File: src/rtl/adder_tree_accum_ctrl.sv
// Window reducer: packs a stream of terms into four slots, fires a shared
// 4-input adder tree once per group and accumulates the window total.

module adder_tree #(
  parameter int WIDTH = 13
) (
  input  logic [WIDTH-1:0] a,
  input  logic [WIDTH-1:0] b,
  input  logic [WIDTH-1:0] c,
  input  logic [WIDTH-1:0] d,
  output logic [WIDTH-1:0] tree_sum
);
  logic [WIDTH-1:0] ab;
  logic [WIDTH-1:0] cd;

  assign ab       = a + b;
  assign cd       = c + d;
  assign tree_sum = ab + cd;
endmodule

module adder_tree_accum_ctrl #(
  parameter int WIDTH = 13,
  parameter int TERMS = 9,
  parameter int CNT_W = 8
) (
  input  logic             clk,
  input  logic             rst,
  input  logic             in_valid,
  output logic             in_ready,
  input  logic [WIDTH-1:0] in_data,
  output logic             out_valid,
  input  logic             out_ready,
  output logic [WIDTH-1:0] out_sum,
  output logic             busy
);
  typedef enum logic [1:0] {FILL, ADD, DONE} state_t;

  localparam logic [CNT_W-1:0] TERMS_C = CNT_W'(TERMS);

  state_t           state;
  logic [WIDTH-1:0] a, b, c, d;
  logic [WIDTH-1:0] tree_sum;
  logic [WIDTH-1:0] acc;
  logic [WIDTH-1:0] acc_nxt;
  logic [1:0]       slot_idx;
  logic [CNT_W-1:0] term_cnt;
  logic [CNT_W-1:0] cnt_nxt;
  logic             accept;

  adder_tree #(.WIDTH(WIDTH)) u_tree (
    .a        (a),
    .b        (b),
    .c        (c),
    .d        (d),
    .tree_sum (tree_sum)
  );

  assign accept  = in_valid && in_ready;
  assign cnt_nxt = term_cnt + CNT_W'(1);
  assign acc_nxt = acc + tree_sum;

  // in_ready is registered, so it is low while reset is held and rises on
  // the first clock afterwards.
  always_ff @(posedge clk or posedge rst) begin
    if (rst) begin
      state     <= FILL;
      a         <= '0;
      b         <= '0;
      c         <= '0;
      d         <= '0;
      slot_idx  <= '0;
      term_cnt  <= '0;
      acc       <= '0;
      out_valid <= 1'b0;
      out_sum   <= '0;
      busy      <= 1'b0;
      in_ready  <= 1'b0;
    end else begin
      case (state)
        FILL: begin
          if (accept) begin
            case (slot_idx)
              2'd0:    a <= in_data;
              2'd1:    b <= in_data;
              2'd2:    c <= in_data;
              default: d <= in_data;
            endcase
            slot_idx <= slot_idx + 2'd1;
            term_cnt <= cnt_nxt;
            busy     <= 1'b1;
            if (slot_idx == 2'd3 || cnt_nxt == TERMS_C) begin
              state    <= ADD;
              in_ready <= 1'b0;
            end
          end else begin
            in_ready <= 1'b1;
          end
        end
        ADD: begin
          // Unfilled slots are still zero, so a short last group is padded.
          acc      <= acc_nxt;
          a        <= '0;
          b        <= '0;
          c        <= '0;
          d        <= '0;
          slot_idx <= '0;
          if (term_cnt == TERMS_C) begin
            state     <= DONE;
            out_sum   <= acc_nxt;
            out_valid <= 1'b1;
          end else begin
            state    <= FILL;
            in_ready <= 1'b1;
          end
        end
        DONE: begin
          if (out_ready) begin
            out_valid <= 1'b0;
            acc       <= '0;
            term_cnt  <= '0;
            busy      <= 1'b0;
            state     <= FILL;
            in_ready  <= 1'b1;
          end
        end
        default: begin
          state    <= FILL;
          in_ready <= 1'b0;
        end
      endcase
    end
  end
endmodule

File: config.mk
export PLATFORM = sky130hd
export DESIGN_NAME = adder_tree_accum_ctrl
export DESIGN_NICKNAME = d
export VERILOG_FILES = /design/src/rtl/adder_tree_accum_ctrl.sv
export SDC_FILE = /design/constraint.sdc
export NUM_CORES = 1
export LEC_CHECK = 0
export BUFFER_PORTS_ARGS = -buffer_cell sky130_fd_sc_hd__buf_2
export CAP_MARGIN = 20
export CORE_MARGIN = 3
export CORE_UTILIZATION = 60
export CTS_CLUSTER_SIZE = 10
export DETAILED_ROUTE_END_ITERATION = 6
export PLACE_DENSITY = 0.78
export SYNTH_ARGS = -nofsm -noshare
export SYNTH_HDL_FRONTEND = slang
export SYNTH_SLANG_ARGS = --single-unit
File: constraint.sdc
create_clock -name clk -period 4.5 [get_ports clk]
set_input_delay 0.45 -clock clk [delete_from_list [all_inputs] [get_ports clk]]
set_output_delay 0.45 -clock clk [all_outputs]
set_load 0.05 [all_outputs]
* Word-level counts from Yosys, hierarchy flattened
Index checks and enable logic that the tools add are counted.
** Word-level totals
- Bits in registers :: 93
- Output and inout port bits :: 16
- Input port bits :: 17
- Logic and storage cells :: 88
** Cells by class
- Reduce and logical (&&, ||, !) cells :: 19
- Add/sub/neg operators :: 6
- Eq/ne operators :: 17
- Muxes and demuxes :: 34
** Operators with widths (count)
- $pmux 13 s2 :: 5
- $mux 13 :: 9
- $add 13x13->13 :: 4
- $reduce_and 3->1 :: 8
- $eq 8x4->1 const B :: 2
- $mux 8 :: 2
- $pmux 8 s2 :: 1
- $ne 2x2->1 const B :: 6
- $mux 2 :: 5
- $add 8x1->8 const B :: 1
- $mux 1 :: 7
- $eq 2x2->1 const B :: 3
- $ne 2x1->1 const B :: 3
- $pmux 2 s3 :: 1
- $reduce_and 2->1 :: 3
- $reduce_bool 2->1 :: 3
- $eq 2x1->1 const B :: 2
- $logic_not 2->1 :: 2
- $pmux 1 s2 :: 2
- $pmux 2 s2 :: 1
- $ne 3x3->1 const B :: 1
- $pmux 1 s3 :: 1
- $reduce_or 3->1 :: 1
- $add 2x1->2 const B :: 1
- 2 further kinds :: 2

* Logic depth before layout (Yosys ltp)
Gate-level depths: netlist (run 1).
- Depth after elaboration :: 6
- Gate-level depth with buffers :: 14
- Gate-level depth less buffers :: 14

* By module
Synthesis (run 1) repeated with hierarchy kept, for this count alone.
** Unflattened totals
- Cells, all modules :: 609
- Area total of the unflattened synthesis :: 5622.9 µm²
** By module, submodules not included
- adder_tree_accum_ctrl :: times used 1, area each 4365.4 µm², cells each 449, sequential area each 2327.2 µm²
- adder_tree :: times used 1, area each 1257.5 µm², cells each 160, sequential area each 0.0 µm²

* Worst setup path before layout (run 1)
OpenSTA, ideal clock, no wires.
- Path kind :: register to register
- From :: reg a[6]
- To :: reg out_sum[11]
- Path buffers :: 0
- Setup time :: 0.125 ns
- Slack :: 0.822 ns
- Required time :: 4.375 ns
- Arrival :: 3.553 ns
- Clock period less this slack :: 3.678 ns
- Stages on the path, launching flop included :: 15
- Path through :: dfrtp_1 -> inv_1 -> fa_1 -> inv_1 -> fa_1 -> inv_1 -> fa_1 -> inv_1 -> ha_1 -> or4_4 -> o21ai_2 -> a31oi_4 -> a31oi_4 -> xnor2_1 -> mux2_4
** On the way
- Longest elaborated chain between the ends :: 3
** Ends and longest elaborated chain
- start: declaration :: line 41 : logic [WIDTH-1:0] a, b, c, d;
- start signal: assignment :: line 83 : 2'd0: a <= in_data;
- $add 13x13->13 :: line 16 : assign ab = a + b;
- $add 13x13->13 :: line 18 : assign tree_sum = ab + cd;
- $add 13x13->13 :: line 60 : assign acc_nxt = acc + tree_sum;
- end signal: assignment :: line 109 : out_sum <= acc_nxt;
- end: declaration :: line 33 : output logic [WIDTH-1:0] out_sum,
No other way between the ends.
A chain may end at the register's enable or synchronous reset.

* Worst setup path in the final report (run 1)
- From :: reg a[5]
- To :: reg out_sum[12]
Same word-level chain as after synthesis.

==> results of run 1 <==
==> synth_stat cells, types with 4 or more instances <==
library cell,count,share of area (%)
xor2_1,6,0.96
nor2_1,16,1.1
xnor2_1,14,2.2
clkbuf_1,14,0.96
ha_1,24,5.5
a31oi_1,4,0.46
o21ai_0,18,1.6
fa_1,35,13
nand3_1,6,0.55
o31ai_1,4,0.55
mux2_2,4,0.82
inv_1,106,7.3
dfrtp_1,93,43
a22o_1,8,1.3
o21ai_1,59,5.4
a21oi_1,11,1.0
nand2_1,102,7.0
==> worst register-to-register path, cell delays in order (launching register included) <==
cell	delay (ns)
dfrtp_1	0.36
inv_1	0.06
fa_1	0.52
inv_1	0.05
fa_1	0.50
inv_1	0.05
fa_1	0.50
inv_1	0.05
ha_1	0.39
a21oi_4	0.20
nand2_1	0.12
o41ai_1	0.37
o21bai_1	0.12
xnor2_1	0.15
mux2_2	0.28
==> worst paths after layout <==
kind	startpoint	to	slack, ns	cells after the start
max reg2reg	a[5]	out_sum[12]	0.67	14
min in group clk	in_data[12]	a[12]	0.40	3
min reg2reg	out_sum[5]	out_sum[5]	0.48	2
min	rst	out_sum[5]	0.24	2
max	a[5]	out_sum[12]	0.67	14
max in group asynchronous	rst	out_sum[12]	3.25	3
==> routing by layer <==
metal	vias to the layer above	track usage, %
met5	-	0
met2	68	38.93
met3	16	3.788
met4	0	8.180
li1	1891	-
met1	1897	29.77
==> layout make-up <==
| type | count | area [um2] | area share, % |
|---|---|---|---|
| multi-input cells | 356 | 2675 | 45.02 |
| flip-flops and latches | 93 | 2327 | 39.17 |
| inverters | 107 | 402.9 | 6.780 |
| repair buffers | 37 | 197.7 | 3.327 |
| well taps | 108 | 135.1 | 2.274 |
| clock buffers | 9 | 123.9 | 2.085 |
| clock inverters | 7 | 80.08 | 1.348 |
==> kinds of logic after synthesis <==
kind of cell             share of synthesized area [%]
AND/OR/NAND/NOR                                  11.66
multiplexers                                     1.486
buffers and inverters                            8.849
AO/OA/AOI/OAI                                    13.97
flip-flops                                       42.53
adder cells (fa/ha/maj)                          18.29
XOR/XNOR                                         3.202
==> registers in the layout, indices dropped and copies added (netlist names) <==
signal / flops
out_valid: 1
acc: 13
c: 13
state: 2
b: 13
slot_idx: 2
term_cnt: 8
busy: 1
in_ready: 1
d: 13
a: 13
out_sum: 13
==> metrics by stage <==
| stage | worst slack (ns) | util [%] | std cells | cell area, um2 | hold WS, ns |
|---|---|---|---|---|---|
| 6_report | 0.6688 | 67.48 | 717 | 5942 | 0.2371 |
| 3_5_place_dp | 0.6832 | 65.16 | 701 | 5738 | 0.4603 |
| 3_3_place_gp | 0.7571 | 65.16 | 701 | 5738 | 0.4543 |
| 2_1_floorplan | 0.8218 | - | 575 | 5472 | 0.4387 |
| 4_1_cts | 0.6532 | 67.48 | 717 | 5942 | 0.2686 |
| 5_1_grt | 0.4726 | 67.48 | 717 | 5942 | 0.2942 |
==> impl_metrics.ini, run 1 <==
[global_route]
grt_max_degree = 54
gr-usage-all-layers_pct = 22.90
first_global_vias = 4044
grt_pass1_wl_um = 18510
gr-total-overflow = 0
antenna_found_initial = 0

[yosys]
ys.flop_type = dfrtp_1
synth_area_mm2 = 0.005471
post_synth.cell_area_avg_um2 = 9.516
netlist_instances = 575
synth_edf_count = 0
ys_types = 54
synth-seq-cells = 93
syn_nets = 651
ys_seq_area_share_pct = 42.53
async_reset_ff_share_pct = 100.0
ys_warn_count = 0

[floorplan]
initial_core_util_pct = 62.13
die_w_um = 101.5
die_area_mm2 = 0.01030
design.core.area_mm2 = 0.008806
io_pins = 33
die_y_um = 101.5
fp-row-count = 34

[routing]
wl_per_cell_um = 14.60
vias = 3872
via_per_inst = 5.400
ant_nets = 0
dr_wl_met3_um = 359
wl_met2_um = 5313
routed_wl_um = 10470
drc = 0
drtPass1Iterations = 4
met1_length_um = 4601
top_layer_used = met4
drtIter0Drc = 198

[setup_path]
cp_common_cell = inv_1
slowest_delay_ns = 0.52
start_kind = flop
arrival_ns = 4.07
critPathMaxFanout = 5
path_cells = inv_1 -> fa_1 -> inv_1 -> fa_1 -> inv_1 -> fa_1 -> inv_1 -> ha_1 -> a21oi_4 -> nand2_1 -> o41ai_1 -> o21bai_1 -> xnor2_1 -> mux2_2
crit_family = adder cells
setup.worst_path.end_class = flop
required_ns = 4.74
crit_type = flop to flop
cp.buffers_inverters = 4
critPathSlowestCell = fa_1

[clock_network]
cts-root-buf = clkbuf_8
cts_buffers = 9
htree_num_levels = 3
clkSinkCount = 93
clockBufferDepth = 2
insertion_delay_ns = 0.37
post_cts_resized = 0
hold_buffers = 0
cts.clk_slew.worst_paths_ns = 0.11
cts_tree = yes
postCtsSetupBuffers = 0

[cells_and_area]
finalNetCount = 680
final_common_cell = inv_1
area_delta_synth_final_pct = 8.598
drive_gt1_share_pct = 12.15
layout_common_cells = inv_1, nand2_1, dfrtp_1
insertedDiodeCount = 0
nFillCells = 690

[timing]
finalMaxSlewViolations = 0
period_share_pct = 85.14
layout_min_cycle_time_ns = 3.831
fmax_mhz = 261.0
maxSlewHeadroom_pct = 30.67
rsz0062_at_grt = false
timing.setup.tns_ns = 0
final-hold-violation-count = 0
skew_ns = 0.01853
finalSetupViolations = 0
worst_pin_slew_ns = 1.040

[placed_design]
place_congestion = 0.8717
port_buffers = 32
dp_hpwl_um = 7791

[run_status]
status = finished, final reports clean

[run]
cap_violations = 0

[hold_path]
min_path_type = input port to async pin
Power of run 1 is left out: the tool's default activity adds up to more than one toggle a clock period on the data nets, which glitch-free logic cannot reach.
==> run 2, diff against run 1 <==
Settings changed: CELL_PAD_IN_SITES_DETAIL_PLACEMENT set to 0, CELL_PAD_IN_SITES_GLOBAL_PLACEMENT set to 1, CORE_UTILIZATION 60 to 43, CTS_CLUSTER_SIZE 10 to 16, PLACE_DENSITY 0.78 to 0.75.
Clock period 4.5 ns to 3.2 ns, I/O delays scaled along.
==> run 2 against run 1 <==
Compared with the run above: the run now ends with setup timing left; design area is 11% higher; sequential cell count is the same; global-route usage fell by 6.1 points.
==> impl_metrics.ini, run 2 (same netlist as run 1, synthesis figures left out) <==
[cells_and_area]
area_delta_synth_final_pct = 20.56
insertedDiodeCount = 0
finalNetCount = 708
drive_gt1_share_pct = 22.92
layout_common_cells = nand2_1, dfrtp_1, inv_1
final_util_pct = 54.02
final_common_cell = nand2_1
nFillCells = 1116

[clock_network]
cts_tree = yes
hold_buffers = 0
clkSinkCount = 93
htree_num_levels = 3
insertion_delay_ns = 0.35
cts-root-buf = clkbuf_16
cts.clk_slew.worst_paths_ns = 0.07
clockBufferDepth = 2
cts_buffers = 9

[setup_path]
crit_family = adder cells
path_cells = inv_1 -> fa_1 -> fa_1 -> fa_1 -> inv_1 -> ha_2 -> inv_2 -> fa_2 -> nor2b_2 -> o211ai_2 -> a31oi_4 -> a31oi_4 -> xnor2_2 -> mux2_4
critPathSlowestCell = fa_1
rr_worst_depth = 14
cp_common_cell = fa_1
r2r_end = out_sum[11]
crit_type = flop to flop
critPathMaxFanout = 2
setup.worst_path.end_class = flop
cp.buffers_inverters = 3
r2r_start = b[1]
rrSetupSlack_ns = -0.40
arrival_ns = 3.84
required_ns = 3.44
slowest_delay_ns = 0.53
start_kind = flop

[routing]
drc = 0
vias = 3947
wl_per_cell_um = 14.09
drtPass1Iterations = 4
via_per_inst = 4.903
drtIter0Drc = 128
ant_nets = 0
routed_wl_um = 11340

[timing]
worst_pin_slew_ns = 0.7468
maxSlewHeadroom_pct = 50.16
setup_slack_ns = -0.3997
finalSetupViolations = 18
rsz0062_at_grt = true
period_share_pct = 112.5
finalMaxSlewViolations = 0
fmax_mhz = 277.8
skew_ns = 0.01241
final-hold-violation-count = 0
layout_min_cycle_time_ns = 3.600
hold-worst-slack_ns = 0.07583

[run]
cap_violations = 0

[placed_design]
pre_cts_slack_ns = -0.4241
dp_hpwl_um = 8195
port_buffers = 32
place_congestion = 0.7870

[hold_path]
min_path_type = input port to async pin

[floorplan]
die_area_mm2 = 0.01411
initial_core_util_pct = 44.81
fp-row-count = 40
die_w_um = 118.8
die_y_um = 118.8
design.core.area_mm2 = 0.01221
io_pins = 33

[global_route]
first_global_vias = 3926
antenna_found_initial = 0
grt_max_degree = 43
grt_pass1_wl_um = 18950
gr-total-overflow = 0
gr-usage-all-layers_pct = 16.82

[run_status]
status = finished, violations left
failed_checks = setup timing
==> run 2: final cells by class <==
| cell class | instances | area, um2 | share of cell area [%] |
|---|---|---|---|
| inverters | 107 | 402.9 | 6.108 |
| flip-flops and latches | 93 | 2327 | 35.28 |
| clock buffers | 10 | 229.0 | 3.471 |
| well taps | 168 | 210.2 | 3.187 |
| clock inverters | 6 | 70.07 | 1.062 |
| multi-input cells | 356 | 2934 | 44.48 |
| repair buffers | 65 | 422.9 | 6.411 |
==> run 2: timing repair <==
item,4_1_cts,5_1_grt
gates resized for setup,23,24
setup endpoints to repair,20,20
setup buffers,5,3
pin swaps,23,19
==> run 2: worst max-delay path by stage <==
stage,slack (ns),depth (start not counted),to,startpoint
after global routing,-0.53,14,out_sum[11],c[1]
after detailed placement,-0.42,14,out_sum[11],a[1]
after CTS,-0.49,14,out_sum[11],c[1]
after global placement,-0.35,14,out_sum[11],a[1]
after floorplan,-0.26,14,out_sum[11],c[6]
final,-0.40,14,out_sum[11],b[1]
==> run 2: per-stage QoR <==
| step | TNS [ns] | instances | cell area (um2) |
|---|---|---|---|
| 6_report | -4.091 | 805 | 6596 |
| 5_1_grt | -6.496 | 805 | 6596 |
| 4_1_cts | -5.199 | 804 | 6501 |
| 3_5_place_dp | -5.306 | 785 | 6091 |
| 3_3_place_gp | -4.293 | 785 | 6091 |
| 2_1_floorplan | -1.677 | 575 | 5569 |
==> run 2: per-layer routing <==
| metal | wire (um) | track usage (%) |
|---|---|---|
| met2 | 5661 | 28.06 |
| met1 | 5126 | 21.93 |
| met3 | 355 | 3.349 |
| met4 | 195 | 5.720 |
| met5 | 0 | 0 |
==> run 2: worst reg2reg max path, delay by kind of cell (launching register included) <==
kind            cells  cell delay [ns]
fa+ha+maj           5             1.92
buf+inv             3             0.21
flops               1             0.39
xor+xnor            1             0.15
simple gates        1             0.15
mux                 1             0.26
compound gates      3             0.43
Power of run 2 is left out for the same reason.
